`src/rtl/alu_ctrl_fsm.sv`:
```
// ============================================================================
// alu_ctrl_fsm
// ----------------------------------------------------------------------------
// Control unit of the 8-bit accumulator CPU. Steps through fetch, decode and
// execute, and drives the ALU op code, the register load enables and the
// memory strobes for each instruction. This is a Moore machine, except that
// the load enables which complete a memory access are qualified by mem_ready_i.
//
// Parameters
//   MEM_WAIT_MAX  Maximum number of cycles a memory strobe waits for
//                 mem_ready_i. When the count reaches this value the FSM
//                 halts with a bus error. A value of 0 disables the
//                 timeout. Legal range is 0..255.
//
// Build option
//   SINGLE_STEP_EN  When defined, the FSM enters STEP_WAIT after every
//                   instruction and before the first fetch. A one-cycle
//                   step_i pulse then releases the next instruction.
//
// Ports
//   clk_i        clock, rising edge
//   rst_ni       asynchronous active-low reset
//   run_i        leave IDLE and start fetching (sampled only in IDLE)
//   step_i       single-step pulse (used only with SINGLE_STEP_EN)
//   opcode_i     IR[7:4]
//   flags_i      registered flags, [0] zero, [1] carry
//   mem_ready_i  memory completes the current access this cycle
//   alu_op_o     000 ADD, 001 SUB, 010 pass
//   acc_ld_o     load ACC from the ALU result
//   flags_ld_o   load the flags register from the ALU flags
//   pc_inc_o     PC <= PC + 1
//   pc_ld_o      PC <= MDR
//   mar_ld_o     load MAR
//   mar_sel_o    MAR source, 0 = PC, 1 = MDR
//   mem_rd_o     memory read strobe
//   mem_wr_o     memory write strobe (write data is ACC)
//   mdr_ld_o     MDR <= memory data (mem_rd_o & mem_ready_i)
//   ir_ld_o      IR <= memory data
//   halted_o     FSM is in HALT
//   err_o        sticky bus-timeout error
//   state_o      current state encoding (debug)
// ============================================================================
module alu_ctrl_fsm #(
    parameter int unsigned MEM_WAIT_MAX = 15
) (
    input  logic       clk_i,
    input  logic       rst_ni,
    input  logic       run_i,
    input  logic       step_i,
    input  logic [3:0] opcode_i,
    input  logic [1:0] flags_i,
    input  logic       mem_ready_i,
    output logic [2:0] alu_op_o,
    output logic       acc_ld_o,
    output logic       flags_ld_o,
    output logic       pc_inc_o,
    output logic       pc_ld_o,
    output logic       mar_ld_o,
    output logic       mar_sel_o,
    output logic       mem_rd_o,
    output logic       mem_wr_o,
    output logic       mdr_ld_o,
    output logic       ir_ld_o,
    output logic       halted_o,
    output logic       err_o,
    output logic [3:0] state_o
);

    typedef enum logic [3:0] {
        S_IDLE      = 4'd0,
        S_FA        = 4'd1,
        S_FM        = 4'd2,
        S_DEC       = 4'd3,
        S_SKIP      = 4'd4,
        S_OA        = 4'd5,
        S_OM        = 4'd6,
        S_JMP       = 4'd7,
        S_EA        = 4'd8,
        S_EM        = 4'd9,
        S_EX        = 4'd10,
        S_WR        = 4'd11,
        S_HALT      = 4'd12
`ifdef SINGLE_STEP_EN
        ,
        S_STEP_WAIT = 4'd13
`endif
    } state_t;

    localparam logic [3:0] OP_NOP = 4'h0;
    localparam logic [3:0] OP_ADD = 4'h1;
    localparam logic [3:0] OP_SUB = 4'h2;
    localparam logic [3:0] OP_LDA = 4'h3;
    localparam logic [3:0] OP_STA = 4'h4;
    localparam logic [3:0] OP_JMP = 4'h5;
    localparam logic [3:0] OP_JZ  = 4'h6;
    localparam logic [3:0] OP_JC  = 4'h7;
    localparam logic [3:0] OP_HLT = 4'hF;

    localparam logic [2:0] ALU_ADD  = 3'b000;
    localparam logic [2:0] ALU_SUB  = 3'b001;
    localparam logic [2:0] ALU_PASS = 3'b010;

    localparam bit         TIMEOUT_EN = (MEM_WAIT_MAX != 0);
    localparam logic [7:0] WAIT_MAX   = MEM_WAIT_MAX[7:0];

    // Where an instruction goes once it has finished: straight to the next
    // fetch, or into the single-step hold.
`ifdef SINGLE_STEP_EN
    localparam state_t NEXT_INSTR = S_STEP_WAIT;
`else
    localparam state_t NEXT_INSTR = S_FA;
    logic unused_step;
    assign unused_step = step_i;
`endif

    state_t     state_q;
    state_t     state_d;
    logic [7:0] wait_cnt_q;
    logic       err_q;
    logic       err_set;
    logic       timeout;
    logic       mem_rd;
    logic       mem_wr;

    // The timeout only matters in a strobe state; the counter is cleared on
    // every state change, so a stale count never leaks into the next access.
    assign timeout = TIMEOUT_EN && (wait_cnt_q == WAIT_MAX);

    // State register and sticky error flag.
    always_ff @(posedge clk_i or negedge rst_ni) begin
        if (!rst_ni) begin
            state_q <= S_IDLE;
            err_q   <= 1'b0;
        end else begin
            state_q <= state_d;
            err_q   <= err_q | err_set;
        end
    end

    // Memory wait counter. It counts cycles a strobe is held without ready,
    // and saturates so that a disabled timeout cannot wrap it around.
    always_ff @(posedge clk_i or negedge rst_ni) begin
        if (!rst_ni) begin
            wait_cnt_q <= 8'd0;
        end else if ((state_d != state_q) || mem_ready_i) begin
            wait_cnt_q <= 8'd0;
        end else if ((mem_rd || mem_wr) && (wait_cnt_q != 8'hFF)) begin
            wait_cnt_q <= wait_cnt_q + 8'd1;
        end
    end

    // Next-state and output decode. Every output is driven from the state
    // alone, except the enables that complete a memory access on mem_ready_i.
    always_comb begin
        state_d    = state_q;
        alu_op_o   = ALU_ADD;
        acc_ld_o   = 1'b0;
        flags_ld_o = 1'b0;
        pc_inc_o   = 1'b0;
        pc_ld_o    = 1'b0;
        mar_ld_o   = 1'b0;
        mar_sel_o  = 1'b0;
        mem_rd     = 1'b0;
        mem_wr     = 1'b0;
        ir_ld_o    = 1'b0;
        err_set    = 1'b0;

        case (state_q)
            S_IDLE: begin
                if (run_i) state_d = NEXT_INSTR;
            end

            S_FA: begin
                mar_ld_o = 1'b1;
                state_d  = S_FM;
            end

            S_FM: begin
                if (timeout) begin
                    err_set = 1'b1;
                    state_d = S_HALT;
                end else begin
                    mem_rd = 1'b1;
                    if (mem_ready_i) begin
                        ir_ld_o  = 1'b1;
                        pc_inc_o = 1'b1;
                        state_d  = S_DEC;
                    end
                end
            end

            // Opcodes 8..E are illegal and fall into the NOP default.
            S_DEC: begin
                case (opcode_i)
                    OP_ADD, OP_SUB, OP_LDA, OP_STA, OP_JMP: state_d = S_OA;
                    OP_JZ:  state_d = flags_i[0] ? S_OA : S_SKIP;
                    OP_JC:  state_d = flags_i[1] ? S_OA : S_SKIP;
                    OP_HLT: state_d = S_HALT;
                    default: state_d = NEXT_INSTR;
                endcase
            end

            // A branch that is not taken still has to step over its operand.
            S_SKIP: begin
                pc_inc_o = 1'b1;
                state_d  = NEXT_INSTR;
            end

            S_OA: begin
                mar_ld_o = 1'b1;
                state_d  = S_OM;
            end

            S_OM: begin
                if (timeout) begin
                    err_set = 1'b1;
                    state_d = S_HALT;
                end else begin
                    mem_rd = 1'b1;
                    if (mem_ready_i) begin
                        pc_inc_o = 1'b1;
                        if ((opcode_i == OP_JMP) || (opcode_i == OP_JZ) ||
                            (opcode_i == OP_JC))
                            state_d = S_JMP;
                        else
                            state_d = S_EA;
                    end
                end
            end

            S_JMP: begin
                pc_ld_o = 1'b1;
                state_d = NEXT_INSTR;
            end

            // The operand byte now in MDR becomes the data address.
            S_EA: begin
                mar_sel_o = 1'b1;
                mar_ld_o  = 1'b1;
                state_d   = (opcode_i == OP_STA) ? S_WR : S_EM;
            end

            S_EM: begin
                if (timeout) begin
                    err_set = 1'b1;
                    state_d = S_HALT;
                end else begin
                    mem_rd = 1'b1;
                    if (mem_ready_i) state_d = S_EX;
                end
            end

            S_EX: begin
                case (opcode_i)
                    OP_SUB:  alu_op_o = ALU_SUB;
                    OP_LDA:  alu_op_o = ALU_PASS;
                    default: alu_op_o = ALU_ADD;
                endcase
                acc_ld_o   = 1'b1;
                flags_ld_o = 1'b1;
                state_d    = NEXT_INSTR;
            end

            S_WR: begin
                if (timeout) begin
                    err_set = 1'b1;
                    state_d = S_HALT;
                end else begin
                    mem_wr = 1'b1;
                    if (mem_ready_i) state_d = NEXT_INSTR;
                end
            end

            S_HALT: begin
                state_d = S_HALT;
            end

`ifdef SINGLE_STEP_EN
            S_STEP_WAIT: begin
                if (step_i) state_d = S_FA;
            end
`endif

            default: begin
                state_d = S_IDLE;
            end
        endcase
    end

    assign mem_rd_o = mem_rd;
    assign mem_wr_o = mem_wr;
    assign mdr_ld_o = mem_rd & mem_ready_i;
    assign halted_o = (state_q == S_HALT);
    assign err_o    = err_q;
    assign state_o  = state_q;

endmodule

```
`config.mk`:
```
export PLATFORM = sky130hd
export DESIGN_NAME = alu_ctrl_fsm
export DESIGN_NICKNAME = d
export VERILOG_FILES = /design/src/rtl/alu_ctrl_fsm.sv
export SDC_FILE = /design/constraint.sdc
export NUM_CORES = 1
export LEC_CHECK = 0
export ABC_AREA = 1
export CELL_PAD_IN_SITES_DETAIL_PLACEMENT = 1
export CELL_PAD_IN_SITES_GLOBAL_PLACEMENT = 2
export CORE_AREA = 2 2 54 94
export DETAILED_ROUTE_END_ITERATION = 10
export DIE_AREA = 0 0 56 96
export PLACE_DENSITY = 0.82
export RECOVER_POWER = 100
export SLEW_MARGIN = 40
export SYNTH_ARGS = -nofsm -noshare
export SYNTH_HDL_FRONTEND = slang
export SYNTH_SLANG_ARGS = --single-unit
```
`constraint.sdc`:
```
create_clock -name clk_i -period 5.1 [get_ports clk_i]
set_input_delay 1.02 -clock clk_i [delete_from_list [all_inputs] [get_ports clk_i]]
set_output_delay 1.02 -clock clk_i [all_outputs]
set_load 0.01 [all_outputs]
```
==> metrics.md, run 1 <==
| Metric | Value |
|---|---|
| Worst R2R Path Depth | `12` |
| Worst Tran Pin Value | `658 ps` |
| Chip Width | `roughly 56 um` |
| Crit. End Element | `output pin` |
| Post-Route WL | `3.81 mm` |
| IO Pins | `30` |
| Status | `finished, final reports clean` |
| Sw Share | `about half` |
| Util after Layout | `34.2%` |
| Antenna violations before repair | `0` |
| Int Pwr | `316 uW` |
| Max H-tree Level | `1` |
| Worst slew margin | `between 50% and 60%` |
| Slowest stage cell, crit path | `dlygate4sd3_1` |
| Drt wl/cell | `~14 um` |
| IO buf count | `27` |
| First-pass GRT wire length | `approximately 6.5 mm` |
| Combinational Power Share | `between 60% and 70%` |
| # setup viols final | `0` |
| Pwr Density | `roughly 400 nW/um^2` |
| Most frequent CP cell | `dlygate4sd3_1` |
| Critical R2R Launch | `state_o[3]` |
| Largest net degree at the start of global routing | `14` |
| Leakage dissipation | `0.731 nW` |
| DRT iter0 DRCs | `25` |
| Slew Limit Fails | `0` |
| Area delta synth->final | `25.0%` |
| YS warnings | `0` |
| Setup TNS Final | `0 ps` |
| Fmax | `between 200 and 300 MHz` |
| Total CTS buffers | `3` |
| R2R Setup Slk | `2730 ps` |
| Worst Hold Path EP | `err_o` |
| Crit-path cells | `dlygate4sd3_1, or2_2, nor4_1, dlygate4sd3_1` |
| Sequential power share | `24.7%` |
| FF-to-FF End | `wait_cnt_q[7]` |
| Hold/Removal Path Class | `register to register` |
| Dpl hpwl | `roughly 3.3 mm` |
| CTS sink count | `13` |
| Vias per std cell | `slightly below 5` |
| Syn Nets | `between 200 and 250` |
| DIE AREA | `between 5000 and 6000 sq um` |
| Ratio of final minimum period to clock period | `74.2%` |
| Share of cells above drive strength 1 | `approximately 15%` |
| Register area share after synthesis | `between 20% and 30%` |
| Clock Skew | `between 1 and 1.5 ps` |
| Final Hold Violating Endpoints | `0` |
| # resized after CTS | `0` |
| Die H | `approximately 96 um` |
| Antenna Cells | `0` |
| Hold Crit Depth | `1` |
| Mean Syn Cell Area | `approximately 6.7 sq um` |
| # Max-Cap Violations | `0` |
| Post-route ant nets | `0` |
| Clock Root Buffer | `clkbuf_8` |
| Max clock buf depth | `2` |
| Final min period | `~3800 ps` |
| Worst Path Max Fanout | `3` |
| Final net count | `between 200 and 250` |
| Synthesized cell area | `roughly 1300 sq um` |
| Clock power frac | `14.7%` |
| Core area | `4620 sq um` |
| Vias in the first global route | `around 1400` |
| Max incr delay on CP | `650 ps` |
| Net Sw Power | `between 300 and 400 uW` |
| Floorplan row count | `33` |
| Cells after Synth | `190` |
| Vias | `roughly 1300` |
| Synth Register Bits | `13` |
| Clock Latency Late Sink | `around 240 ps` |
| Synth cell types | `33` |
| Tot GR Track Use | `between 15 and 20%` |
| Routability cong. | `around 0.86` |
| Clock Pin Slew Worst Setup and Hold Paths | `60 ps` |
| Crit Path Category | `input pin to output pin` |
| Hold_sp | `err_o` |
| Setup crit start kind | `input pin` |
| DRC viols | `0` |
| Req. time, crit path | `4080 ps` |
| Drt pass-1 iters | `4` |
| TritonCTS clock tree | `done` |
| RSZ-0062 raised after global routing | `no` |
| Peak VDD IR | `about 140 uV` |
| Initial core utilization | `a little over a quarter` |
| GRT overflow | `0` |
| CTS Hold Bufs | `0` |
| Post-CTS Setup Bufs | `0` |
| Crit path DAT | `~2800 ps` |
==> cells in the final DEF (no fill, tap or decap), drive strengths merged <==
cell / count
nand2: 51
nor2: 42
inv: 22
nand3: 20
dlygate4sd3: 17
dfrtp: 13
o21ai: 10
clkdlybuf4s50: 10
a21oi: 7
nor3: 4
clkbuf: 4
o22ai: 2
xor2: 2
nand4: 2
clkinvlp: 1
o221ai: 1
o211ai: 1
or2: 1
nor4: 1
a21o: 1
xnor2: 1
o21bai: 1
ha: 1
conb: 1
==> how the worst max path moves through the flow <==
stage	from	to	slack (ps)	cells after the start
after floorplan	opcode_i[3]	alu_op_o[0]	2350	2
after global placement	mem_ready_i	mdr_ld_o	1470	4
after detailed placement	opcode_i[3]	alu_op_o[0]	1450	4
after CTS	opcode_i[3]	alu_op_o[0]	1440	4
after global routing	opcode_i[2]	alu_op_o[0]	1250	4
final	opcode_i[2]	alu_op_o[0]	1320	4
==> area by class of cell <==
class / count / area, sq um
fill: 618 / 3040
multi-input combinational: 149 / 788
sequential: 13 / 325
timing repair buffer: 27 / 270
inverter: 23 / 87.6
tap: 52 / 65.1
clock buffer: 4 / 45.0
==> worst max-delay path, delay by kind of cell <==
| kind | cells | cell delay, ps |
|---|---|---|
| and+or+nand+nor | 2 | 530 |
| buffers and inverters | 2 | 1220 |
==> Yosys cell counts <==
cell / instances / area [sq um]
nand4_1: 2 / 12.5
clkinv_2: 1 / 5.00
o22ai_1: 2 / 12.5
nor2_1: 27 / 101
inv_2: 3 / 11.3
xnor2_1: 1 / 8.76
nor2_4: 4 / 45.0
ha_1: 1 / 12.5
buf_6: 1 / 11.3
o21bai_1: 1 / 7.51
nand2_1: 40 / 150
nor2_2: 10 / 62.6
nand3_2: 4 / 40.0
conb_1: 1 / 3.75
a21o_1: 1 / 7.51
buf_4: 3 / 22.5
nor2_8: 1 / 20.0
o221ai_1: 1 / 8.76
nor3_1: 4 / 20.0
inv_1: 19 / 71.3
nand3_1: 15 / 75.1
nand2_2: 10 / 62.6
nand3_4: 1 / 17.5
nand2_4: 1 / 11.3
o21ai_0: 10 / 50.1
a21oi_4: 1 / 16.3
o211ai_1: 1 / 7.51
buf_2: 1 / 5.00
xor2_1: 2 / 17.5
or2_2: 1 / 6.26
a21oi_1: 6 / 30.0
dfrtp_1: 13 / 325
nor4_1: 1 / 6.26
==> power by group through the flow <==
| stage | Combinational, mW | Sequential [mW] | Clock [mW] |
|---|---|---|---|
| after floorplan | 0.299 | 0.146 | 0 |
| after global placement | 0.422 | 0.160 | 0 |
| after detailed placement | 0.424 | 0.161 | 0 |
| after CTS | 0.426 | 0.159 | 0.0968 |
| after global routing | 0.427 | 0.160 | 0.103 |
| final | 0.381 | 0.155 | 0.0925 |
==> state kept, by name, indices dropped and copies added, names as in the netlist <==
name,count
wait_cnt_q,8
state_o,4
err_o,1
==> cells by family after synthesis <==
logic type,after synthesis,share of synthesized area (%)
compound gates,23,11.1
xor+xnor,3,2.08
fa+ha+maj,1,0.989
buf+inv,28,9.99
flops,13,25.7
other cells,1,0.296
simple gates,121,49.9
==> metrics by stage <==
stage	total power, mW	setup slack, ps	hold WS [ps]	instance area [sq um]	instances
6_report	0.629	1320	449	1580	268
5_1_grt	0.690	1250	486	1580	268
4_1_cts	0.681	1440	460	1610	268
3_5_place_dp	0.584	1450	446	1560	264
3_3_place_gp	0.582	1470	439	1560	264
2_1_floorplan	0.445	2350	493	1260	190
==> layer usage <==
layer	routed length, um	GRT usage, %	up-vias
met5	0	0	-
met4	106	7.34	0
met3	97	0.806	6
met2	2310	33.0	24
met1	1290	14.5	609
li1	-	-	654
Note: power is estimated with default switching activity, not from simulation.
==> run 2, diff against run 1 <==
Settings changed: CORE_AREA 2 2 54 94 to 2 2 56 98, DIE_AREA 0 0 56 96 to 0 0 58 100, PLACE_DENSITY 0.82 to 0.76.
Clock period 5.1 ns to 3.6 ns, I/O delays scaled along.
==> metrics.md, run 2 (synthesis gave the netlist of run 1 again) <==
| Metric | Value |
|---|---|
| # resized after CTS | `0 (unchanged)` |
| Vias in the first global route | `1441 (+2.5%)` |
| Vias per std cell | `4.81 (-0.34%)` |
| GRT overflow | `0 (unchanged)` |
| Dpl hpwl | `3.33 mm (+2.1%)` |
| Final net count | `229 (unchanged)` |
| Final Hold Violating Endpoints | `0 (unchanged)` |
| Slowest stage cell, crit path | `dlygate4sd3_1` |
| Total CTS buffers | `3 (unchanged)` |
| Chip Width | `58 um (+3.6%)` |
| Top reg by flops | `wait_cnt_q` |
| FF-to-FF End | `wait_cnt_q[1]` |
| Slew Limit Fails | `0 (unchanged)` |
| Clock Skew | `9.40 ps (+8.30 ps)` |
| Initial core utilization | `24.9% (-2.5 points)` |
| DIE AREA | `5800 sq um (+7.9%)` |
| Post-CTS Setup Bufs | `0 (unchanged)` |
| Ratio of final minimum period to clock period | `between 80% and 90%` |
| Sw Share | `50.8% (+1.0 points)` |
| Worst Path Max Fanout | `7 (+4)` |
| Cell count after placement | `267 (+1.1%)` |
| Int Pwr | `445 uW (+41%)` |
| Hold/Removal Path Class | `register to register` |
| Leakage dissipation | `0.751 nW (+2.8%)` |
| # Max-Cap Violations | `0 (unchanged)` |
| Fmax | `310 MHz` |
| Hold_sp | `err_o` |
| DRT iter0 DRCs | `16 (-36%)` |
| Crit-path cells | `dlygate4sd3_1, inv_1, nor3_1, dlygate4sd3_1` |
| Worst Path Buf+Inv | `3 (+1)` |
| Clock Pin Slew Worst Setup and Hold Paths | `60 ps (about the same)` |
| Crit Path Category | `input pin to output pin` |
| RSZ-0062 raised after global routing | `no` |
| Most frequent cells in the layout | `nand2_1, nor2_1, inv_1, dlygate4sd3_1, nand3_1` |
| Commonest non-fill, non-tap cell in the layout | `nand2_1` |
| Most frequent CP cell | `dlygate4sd3_1` |
| Max incr delay on CP | `700 ps (+50 ps)` |
| Tot GR Track Use | `15.2% (-0.36 points)` |
| Clock Latency Late Sink | `250 ps (about the same)` |
| Filler cells | `657 (+6.3%)` |
| Clock power frac | `14.7% (about the same)` |
| Pwr Density | `568 nW/um^2 (+43%)` |
| Delay-heaviest family, CP | `buffers and inverters` |
| CTS sink count | `13 (unchanged)` |
| Peak VDD IR | `253 uV (+80%)` |
| Worst Hold Path EP | `err_o` |
| Drt pass-1 iters | `3 (-1)` |
| Routability cong. | `0.740 (-14%)` |
| Drt wl/cell | `14.5 um (+2.1%)` |
| Max clock buf depth | `2 (unchanged)` |
| Floorplan row count | `35 (+6.1%)` |
| # setup viols final | `0 (unchanged)` |
| First-pass GRT wire length | `6.79 mm (+5.1%)` |
| Vias | `1303 (+0.77%)` |
| Area of the multi-input gates | `793 sq um (+0.63%)` |
| Net Sw Power | `459 uW (+47%)` |
| Largest register FFs | `8 (unchanged)` |
| IO buf count | `27 (unchanged)` |
| Worst Tran Pin Value | `636 ps (-22.1 ps)` |
| Sequential power share | `25.1% (+0.4 points)` |
| IO Pins | `30 (unchanged)` |
| Worst R2R Path Depth | `12 (unchanged)` |
| Fin cells | `271 (+1.1%)` |
| Antenna Cells | `0 (unchanged)` |
| TritonCTS clock tree | `done` |
| Util after Layout | `31.3% (-2.9 points)` |
| Max H-tree Level | `1 (unchanged)` |
| FF+latch area | `325 sq um (unchanged)` |
| Critical R2R Launch | `state_o[3]` |
| Req. time, crit path | `2880 ps (-1200 ps)` |
| Core area | `5080 sq um (+9.8%)` |
| CTS Hold Bufs | `0 (unchanged)` |
| Clock Root Buffer | `clkbuf_8` |
| Status | `finished, final reports clean` |
| DRC viols | `0 (unchanged)` |
| Antenna violations before repair | `0 (unchanged)` |
| Post-route ant nets | `0 (unchanged)` |
| Post-Route WL | `3.93 mm (+3.2%)` |
| Final min period | `~3200 ps` |
| R2R Setup Slk | `1300 ps (-1430 ps)` |
| Share of cells above drive strength 1 | `16.7% (+1.4 points)` |
| Crit. End Element | `output pin` |
| Setup crit start kind | `input pin` |
| Largest net degree at the start of global routing | `14 (unchanged)` |
| Worst slew margin | `57.4% (+1.5 points)` |
| Combinational Power Share | `60.3% (-0.3 points)` |
| Area delta synth->final | `25.8%` |
| Setup TNS Final | `0 ps (unchanged)` |
| Crit path DAT | `2500 ps (-260 ps)` |
| Die H | `100 um (+4.2%)` |
| Hold Crit Depth | `1 (unchanged)` |
## run 2: cell count changes in the layout (fill, tap and decap cells not counted), sizes merged
cell / previous run / this run
clkbuf: 4 / 3
dlygate4sd3: 17 / 20
clkinv: 0 / 2
clkdlybuf4s50: 10 / 7
clkinvlp: 1 / 0
## run 2: layout make-up
type	instances	area share [%]
Inverter	23	5.50
Sequential cell	13	20.4
Multi-Input combinational cell	149	49.8
Clock buffer	3	2.59
Tap cell	55	4.32
Timing Repair Buffer	27	17.0
Clock inverter	1	0.314
## run 2: worst reg2reg max path, stage by stage (launching register included)
cell     delay, ps
dfrtp_1        630
inv_2          130
nor2_1         140
nand2_1        160
nand2_1        140
nand3_1         90
nand2_2        100
nor2_4          50
nand2_4         50
nand2_1         50
nand2_1         70
nand3_1        390
nor2_2         210
## run 2: how the worst max path moves through the flow
stage	end	cells after the start	slack (ps)	startpoint
CTS	mdr_ld_o	4	490	mem_ready_i
global placement	mdr_ld_o	4	480	mem_ready_i
global route	mdr_ld_o	4	250	mem_ready_i
detailed placement	mdr_ld_o	4	490	mem_ready_i
floorplan	alu_op_o[0]	2	1450	opcode_i[3]
finish	mdr_ld_o	4	380	mem_ready_i
## run 2: stage by stage
step	power [mW]	setup WS, ps	cell area [sq um]	hold slack (ps)
finish	0.904	378	1590	458
global placement	0.835	482	1570	447
CTS	0.979	488	1610	470
floorplan	0.630	1450	1260	424
detailed placement	0.838	486	1570	455
global route	0.991	248	1590	494
## run 2: routing by layer
layer  wire length [um]  track usage [%]  vias up
li1                   -                -      653
met1               1450             15.7      626
met2               2360             31.0       22
met3                 93            0.773        2
met4                 24             4.29        0
met5                  0                0        -
## run 2: power groups by stage
stage	registers, mW	clock network, mW	logic, mW
global placement	0.234	0	0.601
finish	0.226	0.133	0.545
floorplan	0.207	0	0.424
detailed placement	0.235	0	0.604
global route	0.233	0.145	0.613
CTS	0.232	0.140	0.607
==> run 3, diff against run 2 <==
Settings changed: GPL_TIMING_DRIVEN set to 0.
==> metrics.md, run 3 (synthesis gave the netlist of run 1 again) <==
| Metric | Value |
|---|---|
| Status | `finished, final reports clean` |
| Clock Skew | `2.21 ps (-7.19 ps)` |
| Vias per std cell | `4.76 (-1.1%)` |
| R2R Setup Slk | `1400 ps (+100 ps)` |
| Placement Cell Area | `1600 sq um (+2.5%)` |
| Setup TNS Final | `0 ps (unchanged)` |
| Leakage dissipation | `0.768 nW (+2.2%)` |
| Floorplan row count | `35 (unchanged)` |
| Max clock buf depth | `2 (unchanged)` |
| Crit-path cells | `dlygate4sd3_1, inv_1, nor3_1, dlygate4sd3_1` |
| Largest register FFs | `8 (unchanged)` |
| Drt wl/cell | `14.5 um (-0.14%)` |
| Area of the multi-input gates | `788 sq um (-0.63%)` |
| Final Hold Violating Endpoints | `0 (unchanged)` |
| Setup crit start kind | `input pin` |
| Post-Route WL | `4.00 mm (+1.7%)` |
| Vias | `1313 (+0.77%)` |
| Pwr Density | `569 nW/um^2 (+0.19%)` |
| WHS | `451 ps (-7.55 ps)` |
| Cell count after placement | `272 (+1.9%)` |
| Antenna Cells | `0 (unchanged)` |
| # setup viols final | `0 (unchanged)` |
| CTS Hold Bufs | `0 (unchanged)` |
| Tot GR Track Use | `15.0% (-0.16 points)` |
| Slowest stage cell, crit path | `dlygate4sd3_1` |
| Antenna violations before repair | `0 (unchanged)` |
| Crit. End Element | `output pin` |
| Largest net degree at the start of global routing | `14 (unchanged)` |
| DRC viols | `0 (unchanged)` |
| Filler cells | `656 (-0.15%)` |
| DP Worst Slack | `512 ps (+25.5 ps)` |
| Crit Path Category | `input pin to output pin` |
| Commonest non-fill, non-tap cell in the layout | `nand2_1` |
| Area delta synth->final | `28.5%` |
| Slew Limit Fails | `0 (unchanged)` |
| Most frequent CP cell | `dlygate4sd3_1` |
| Worst Tran Pin Value | `691 ps (+54.9 ps)` |
| Drt pass-1 iters | `3 (unchanged)` |
| Total CTS buffers | `3 (unchanged)` |
| Total power draw | `925 uW (+2.3%)` |
| First-pass GRT wire length | `6.66 mm (-1.9%)` |
| IO buf count | `27 (unchanged)` |
| Peak VDD IR | `201 uV (-20%)` |
| Routability cong. | `0.756 (+2.2%)` |
| TritonCTS clock tree | `done` |
| Clock Latency Late Sink | `240 ps (about the same)` |
| Post-route ant nets | `0 (unchanged)` |
| GRT overflow | `0 (unchanged)` |
| Max H-tree Level | `1 (unchanged)` |
| Clock Pin Slew Worst Setup and Hold Paths | `60 ps (about the same)` |
| CTS sink count | `13 (unchanged)` |
| Dpl hpwl | `3.33 mm (about the same)` |
| Post-CTS Setup Bufs | `0 (unchanged)` |
| Core area | `5080 sq um (unchanged)` |
| Delay-heaviest family, CP | `buffers and inverters` |
| Fin cells | `276 (+1.8%)` |
| Worst slew margin | `53.8% (-3.7 points)` |
| Share of cells above drive strength 1 | `18.1% (+1.4 points)` |
| Worst Path Max Fanout | `7 (unchanged)` |
| Chip Width | `58 um (unchanged)` |
| Req. time, crit path | `2880 ps (about the same)` |
| DIE AREA | `5800 sq um (unchanged)` |
| Hold/Removal Path Class | `register to register` |
| Final net count | `234 (+2.2%)` |
| Util after Layout | `32.0% (+0.67 points)` |
| RSZ-0062 raised after global routing | `no` |
| Final min period | `3210 ps (-7.12 ps)` |
| Clock Root Buffer | `clkbuf_8` |
| Final Cell Area | `1630 sq um (+2.1%)` |
| Post-route setup slack | `385 ps (+7.12 ps)` |
| Ratio of final minimum period to clock period | `89.3% (-0.20 points)` |
| Top reg by flops | `wait_cnt_q` |
| FF+latch area | `325 sq um (unchanged)` |
| # Max-Cap Violations | `0 (unchanged)` |
| Max incr delay on CP | `700 ps (about the same)` |
| Die H | `100 um (unchanged)` |
| Initial core utilization | `24.9% (unchanged)` |
| # resized after CTS | `0 (unchanged)` |
| Worst Path Buf+Inv | `3 (unchanged)` |
| Crit path DAT | `2490 ps (about the same)` |
| DRT iter0 DRCs | `26 (+10)` |
| Most frequent cells in the layout | `nand2_1, nor2_1, inv_1` |
| Vias in the first global route | `1369 (-5.0%)` |
| IO Pins | `30 (unchanged)` |
| Fmax | `311 MHz (+0.22%)` |
[run 3: cell types whose count changed in the layout (fill, tap and decap cells not counted), sizes merged]
cell           previous run  this run
buf                       0         5
dlygate4sd3              20        18
clkdlybuf4s50             7         9
[run 3: final cells by class]
cell class | instances | area share (%)
plain buffers | 5 | 2.39
clock buffers | 3 | 2.54
clock inverters | 1 | 0.308
inverters | 23 | 5.39
multi-input cells | 149 | 48.5
flip-flops and latches | 13 | 20.0
well taps | 55 | 4.23
repair buffers | 27 | 16.6
[run 3: layer usage]
metal	global-route usage [%]	share of wire [%]	up-vias
met1	15.3	37	616
met2	29.5	59	26
met3	2.19	3.3	4
met4	5.19	0.95	0
met5	0	0	-
li1	-	-	667
[run 3: worst paths after layout]
check | start | to | cells after the start
max | mem_ready_i | mdr_ld_o | 4
max in group asynchronous | rst_ni | wait_cnt_q[3] | 1
min reg2reg | err_o | err_o | 1
min | err_o | err_o | 1
min in group asynchronous | rst_ni | wait_cnt_q[4] | 1
max reg2reg | wait_cnt_q[0] | wait_cnt_q[6] | 11
[run 3: where the power goes]
part,total [mW],internal [mW],switching (mW)
clock network,0.136,0.0765,0.0592
registers,0.202,0.169,0.0333
logic,0.587,0.219,0.369
[run 3: worst reg2reg max path, cell delays in order (launching register included)]
cell and delay, ps:
dfrtp_1 380, ha_1 220, nand2_1 90, nor2_1 180, nand2_1 140, nand2_1 90
nand3_1 110, nor2_4 170, nand3_2 80, nand2_2 70, nand3_1 380, nor2_2 210
==> variant 1: new RTL, config.mk and constraints of run 2 <==
The option `SINGLE_STEP_EN` is turned on by a define.
--- a/src/rtl/alu_ctrl_fsm.sv
+++ b/src/rtl/alu_ctrl_fsm.sv
@@ -42,2 +42,4 @@
 // ============================================================================
+`define SINGLE_STEP_EN
+
 module alu_ctrl_fsm #(
Formal check against the unedited RTL: not equivalent (Yosys sat finds a counterexample within 4 cycles, from zero or initial values and one cycle with rst_ni low).
==> variant 1 against run 2 <==
- power rose by 13%
- sequential cell count unchanged
- sequential power rose by 7%
- design area fell by 1.8%
- routed wire length is 5.4% lower
- synthesized area fell by 3.8%
- worst setup slack better by 0.052 ns
- critical path type unchanged
- largest cell class unchanged
==> variant 1: results (changes against run 2) <==
metric;value;unit;change
status;completed;;unchanged
Yosys warnings;0;;unchanged
multiplexer share of the synthesized area;0;;unchanged
Sw Pwr;523;uW;was 459 uW
First-pass DRT Iterations;3;;unchanged
max reg flops;8;;unchanged
clk slew on worst S/H paths;0.06;ns;about the same
crit-path max FO;8;;was 7
fin cells;290;;was 271
synth unique cells;25;;was 33
first-pass GRT wire length;6.29;mm;was 6.79 mm
hpwl dp;3.27;mm;was 3.33 mm
Layout fillers;682;;was 657
CP arrival;2.45;ns;was 2.50 ns
Worst VDD drop;0.234;mV;was 0.253 mV
Nets;248;;was 229
top cells by area, synth;dfrtp_1 27%, nand2_1 19%, nor2_1 13%;;was dfrtp_1 26%, nand2_1 12%, nor2_1 8.0%
fraction of layout instances using a drive strength above 1;0.0979;;was 0.167
port bufs;28;;was 27
initial antenna violation count;0;;unchanged
average size of a mapped cell;5.82;um^2;was 6.66 um^2
most frequent cells after synthesis;61 x nand2_1, 42 x nor2_1, 25 x inv_1;;was 40 x nand2_1, 27 x nor2_1, 19 x inv_1
Post-CTS Setup Inserts;0;;unchanged
clock latency on the worst-skew pair;0.24;ns;
Resized cells post-CTS;0;;unchanged
Clock Skew;0.00359;ns;was 0.00940 ns
Clock Root Buffer;clkbuf_8;;unchanged
Total GRT Usage;0.143;;was 0.152
First DRT Iteration DRCs;23;;was 16
vias per cell;4.61;;was 4.81
pin count of the biggest net entering global routing;14;;unchanged
slew margin rel.;0.578;;was 0.574
compound-cell area share of the yosys netlist;0.0421;;was 0.111
clock buffer depth;2;;unchanged
Worst Hold Class;flop to flop;;unchanged
CTS Buf Count;3;;unchanged
syn_nets;221;;was 202
vias in the first global route;1429;;was 1441
Final Wtd Congestion;0.740;;unchanged
Biggest register;wait_cnt_q;;unchanged
WL/cell;12.8;um;was 14.5 um
xor/xnor share of the synthesized area;0.0360;;was 0.0208
pre-CTS setup slack;0.573;ns;was 0.486 ns
number of H-tree levels;1;;unchanged
register area share after synthesis;0.267;;was 0.257
Pleak;0.000856;uW;was 0.000751 uW
adder-cell share of the synthesized area;0.0103;;was 0.00989
antenna cell count;0;;unchanged
asr flop ratio synth;1.00;;unchanged
variant 1: changes by cell type in the layout (fill, tap and decap cells not counted), sizes merged, moves of 3 or more:
| cell | before | now |
|---|---|---|
| a21oi | 7 | 2 |
| o21ai | 10 | 3 |
| xor2 | 2 | 5 |
| nand4 | 2 | 5 |
| inv | 22 | 34 |
| nor2 | 42 | 50 |
| nand2 | 51 | 63 |
variant 1: worst max-delay path, cell delays in order:
cell	delay, ns
dlygate4sd3_1	0.72
inv_1	0.14
nor3_1	0.23
dlygate4sd3_1	0.63
variant 1: area by class of cell:
cell class / instances / share of cell area
Clock buffer: 4 / 0.0288
Inverter: 34 / 0.0817
Multi-Input combinational cell: 156 / 0.458
Sequential cell: 13 / 0.208
Tap cell: 55 / 0.0440
Timing Repair Buffer: 28 / 0.179
variant 1: cell families (layout without fill, tap and decap cells):
logic type,count (synthesis),after routing
AND/OR/NAND/NOR,141,141
adder cells (fa/ha/maj),1,1
buffers and inverters,40,66
other,1,1
XOR/XNOR,5,5
flip-flops,13,13
AO/OA/AOI/OAI,8,8
variant 1: power groups by stage:
stage	clock network (uW)	registers [uW]	logic (uW)
2_1_floorplan	0	208	480
3_3_place_gp	0	249	694
3_5_place_dp	0	249	693
4_1_cts	136	246	697
5_1_grt	138	252	735
6_report	131	241	645
variant 1: path summary, 6_finish.rpt:
check                               from       endpoint  slack, ns  cells past startpoint
hold reg to reg                    err_o          err_o       0.46                      1
setup / recovery             mem_ready_i       mdr_ld_o       0.43                      4
setup reg to reg           wait_cnt_q[0]  wait_cnt_q[5]       1.34                     11
hold / removal                     err_o          err_o       0.46                      1
min in group asynchronous         rst_ni  wait_cnt_q[2]       0.93                      1
max in group asynchronous         rst_ni  wait_cnt_q[5]       2.26                      1
variant 1: routing by layer:
layer | global-route usage | vias to the layer above | wire length (um)
met2 | 0.302 | 22 | 2300
met4 | 0.0429 | 0 | 53
met5 | 0 | - | 0
met1 | 0.132 | 627 | 1260
li1 | - | 684 | -
met3 | 0.0168 | 5 | 104
variant 1: per-stage QoR:
stage                      util  hold slack, ns  cell area (um^2)
after detailed placement  0.300           0.451              1530
after global placement    0.300           0.453              1530
after global routing      0.308           0.490              1560
final                     0.308           0.456              1560
after floorplan               -           0.424              1220
after CTS                 0.309           0.468              1570
==> variant 2: new RTL, config.mk and constraints of run 2 <==
Without the edit above. Reset style: synchronous (`rst_ni`), changed in 2 clocked blocks. Comments in the files are not updated.
--- a/src/rtl/alu_ctrl_fsm.sv
+++ b/src/rtl/alu_ctrl_fsm.sv
@@ -129,3 +129,3 @@
     // State register and sticky error flag.
-    always_ff @(posedge clk_i or negedge rst_ni) begin
+    always_ff @(posedge clk_i) begin
         if (!rst_ni) begin
@@ -141,3 +141,3 @@
     // and saturates so that a disabled timeout cannot wrap it around.
-    always_ff @(posedge clk_i or negedge rst_ni) begin
+    always_ff @(posedge clk_i) begin
         if (!rst_ni) begin
Formal check against the unedited RTL: differs if rst_ni is asserted again (counterexample within 4 cycles, from zero or initial values and one cycle with rst_ni low); with rst_ni held inactive, the same outputs for 10 cycles.
==> variant 2 against run 2 <==
- design area is 3.1% higher
- sequential cell count stayed put
- worst hold slack better by 0.0039 ns
- die area stayed put
- first-iteration DRC count is 75% higher
- synthesized area is 4.3% higher
- global-route usage is 0.35 points lower
- count of clock-buffer cells in the layout is 1 higher
- critical endpoint unchanged
- routed wire length is 1.2% lower
- worst setup slack better by 0.14 ns
- critical path type is now flop to output port
Power is not compared: it rests on default switching activity, and its combinational part moved more than twofold at a synthesized area within 25%.
==> variant 2: results (changes against run 2) <==
metric;value;unit;change
multiplexer share of the synthesized area;0.0171;;was 0
clock latency on the worst-skew pair;0.25;ns;about the same
max reg flops;8;;unchanged
Top FF cell, synth;dfxtp_1;;was dfrtp_1
compound-cell area share of the yosys netlist;0.0797;;was 0.111
top cells by area, synth;dfxtp_1 20%, nand2_1 15%, inv_1 7.4%;;was dfrtp_1 26%, nand2_1 12%, nor2_1 8.0%
fraction of layout instances using a drive strength above 1;0.172;;was 0.167
port bufs;27;;unchanged
Biggest register;wait_cnt_q;;unchanged
Worst Hold End;err_o;;unchanged
cells on worst reg2reg path;12;;unchanged
WL met2;2.36;mm;about the same
syn_nets;224;;was 202
initial antenna violation count;0;;unchanged
vias in the first global route;1368;;was 1441
First-pass DRT Iterations;4;;was 3
clock buffer depth;2;;unchanged
register area share after synthesis;0.197;;was 0.257
Layout fillers;665;;was 657
crit-path max FO;9;;was 7
adder-cell share of the synthesized area;0.00949;;was 0.00989
average size of a mapped cell;6.22;um^2;was 6.66 um^2
first-pass GRT wire length;6.47;mm;was 6.79 mm
synth unique cells;31;;was 33
reg-to-reg slack, setup;1.11;ns;was 1.30 ns
most frequent cells after synthesis;54 x nand2_1, 26 x inv_1, 23 x nor2_1;;was 40 x nand2_1, 27 x nor2_1, 19 x inv_1
vias per cell;4.57;;was 4.81
First DRT Iteration DRCs;28;;was 16
worst hold path startpoint;err_o;;unchanged
Final Wtd Congestion;0.796;;was 0.740
Resized cells post-CTS;0;;unchanged
Total GRT Usage;0.148;;was 0.152
CTS Buf Count;3;;unchanged
met3 WL post-DR;97;um;was 93 um
Clock Skew;0.00329;ns;was 0.00940 ns
met3 Usage GRT;0.0142;;was 0.00773
Worst VDD drop;0.202;mV;
Nets;252;;was 229
Yosys warnings;0;;unchanged
reg2reg start;state_o[3];;unchanged
grt total ovfl;0;;unchanged
antenna cell count;0;;unchanged
WL/cell;13.2;um;was 14.5 um
hold path depth;2;;was 1
clk slew on worst S/H paths;0.05;ns;
dpl cell area;1630;um^2;was 1570 um^2
asr flop ratio synth;0;;was 1.00
met1 wire length;1.30;mm;was 1.45 mm
status;completed;;unchanged
Worst Max-Slew Pin Slew;0.535;ns;was 0.636 ns
met1 GRT Util;0.131;;was 0.157
pin count of the biggest net entering global routing;10;;was 14
xor/xnor share of the synthesized area;0.0398;;was 0.0208
fin cells;294;;was 271
hpwl dp;3.36;mm;was 3.33 mm
Worst R2R End;wait_cnt_q[2];;was wait_cnt_q[1]
grt met2 use;0.308;;was 0.310
Worst Hold Class;flop to flop;;unchanged
variant 2: changes by cell type after synthesis, sizes merged, moves of 2 or more:
cell,run 2,this run
nor3,4,1
nand4,2,4
dfrtp,13,0
nand2,51,67
dfxtp,0,13
mux2,0,2
nand3,20,18
inv,22,33
o22ai,2,0
xnor2,1,4
clkinv,1,3
variant 2: per-stage QoR:
step	setup slack, ns	total power, uW	hold slack, ns
6_report	0.521	370	0.462
2_1_floorplan	1.54	214	0.474
3_3_place_gp	0.666	250	0.455
3_5_place_dp	0.634	250	0.470
5_1_grt	0.356	394	0.497
4_1_cts	0.639	382	0.478
variant 2: critical path, stage by stage (launching register included):
cell and delay [ns]:
dfxtp_1 0.58, inv_4 0.11, nor2_1 0.29, nand2_1 0.25
nand2_4 0.12, nand2_4 0.07, nor2_1 0.08, dlygate4sd3_1 0.60
variant 2: how the worst max path moves through the flow:
stage / from / end / cells after the start
3_3_place_gp: opcode_i[3] / alu_op_o[0] / 5
6_report: state_o[3] / mdr_ld_o / 7
4_1_cts: opcode_i[3] / alu_op_o[0] / 5
5_1_grt: state_o[3] / mdr_ld_o / 7
3_5_place_dp: opcode_i[3] / alu_op_o[0] / 5
2_1_floorplan: state_o[3] / alu_op_o[0] / 7
variant 2: area by class of cell:
| type | instances | area (um^2) | share of cell area |
|---|---|---|---|
| multi-input combinational | 159 | 860 | 0.524 |
| timing repair buffer | 27 | 270 | 0.165 |
| sequential | 13 | 260 | 0.159 |
| inverter | 36 | 138 | 0.0838 |
| tap | 55 | 68.8 | 0.0419 |
| clock buffer | 4 | 45.0 | 0.0274 |
variant 2: where the power goes:
part	switching, uW	internal (uW)
Sequential	4.33	146
Clock	53.1	78.3
Combinational	53.9	34.0
Total	111	258
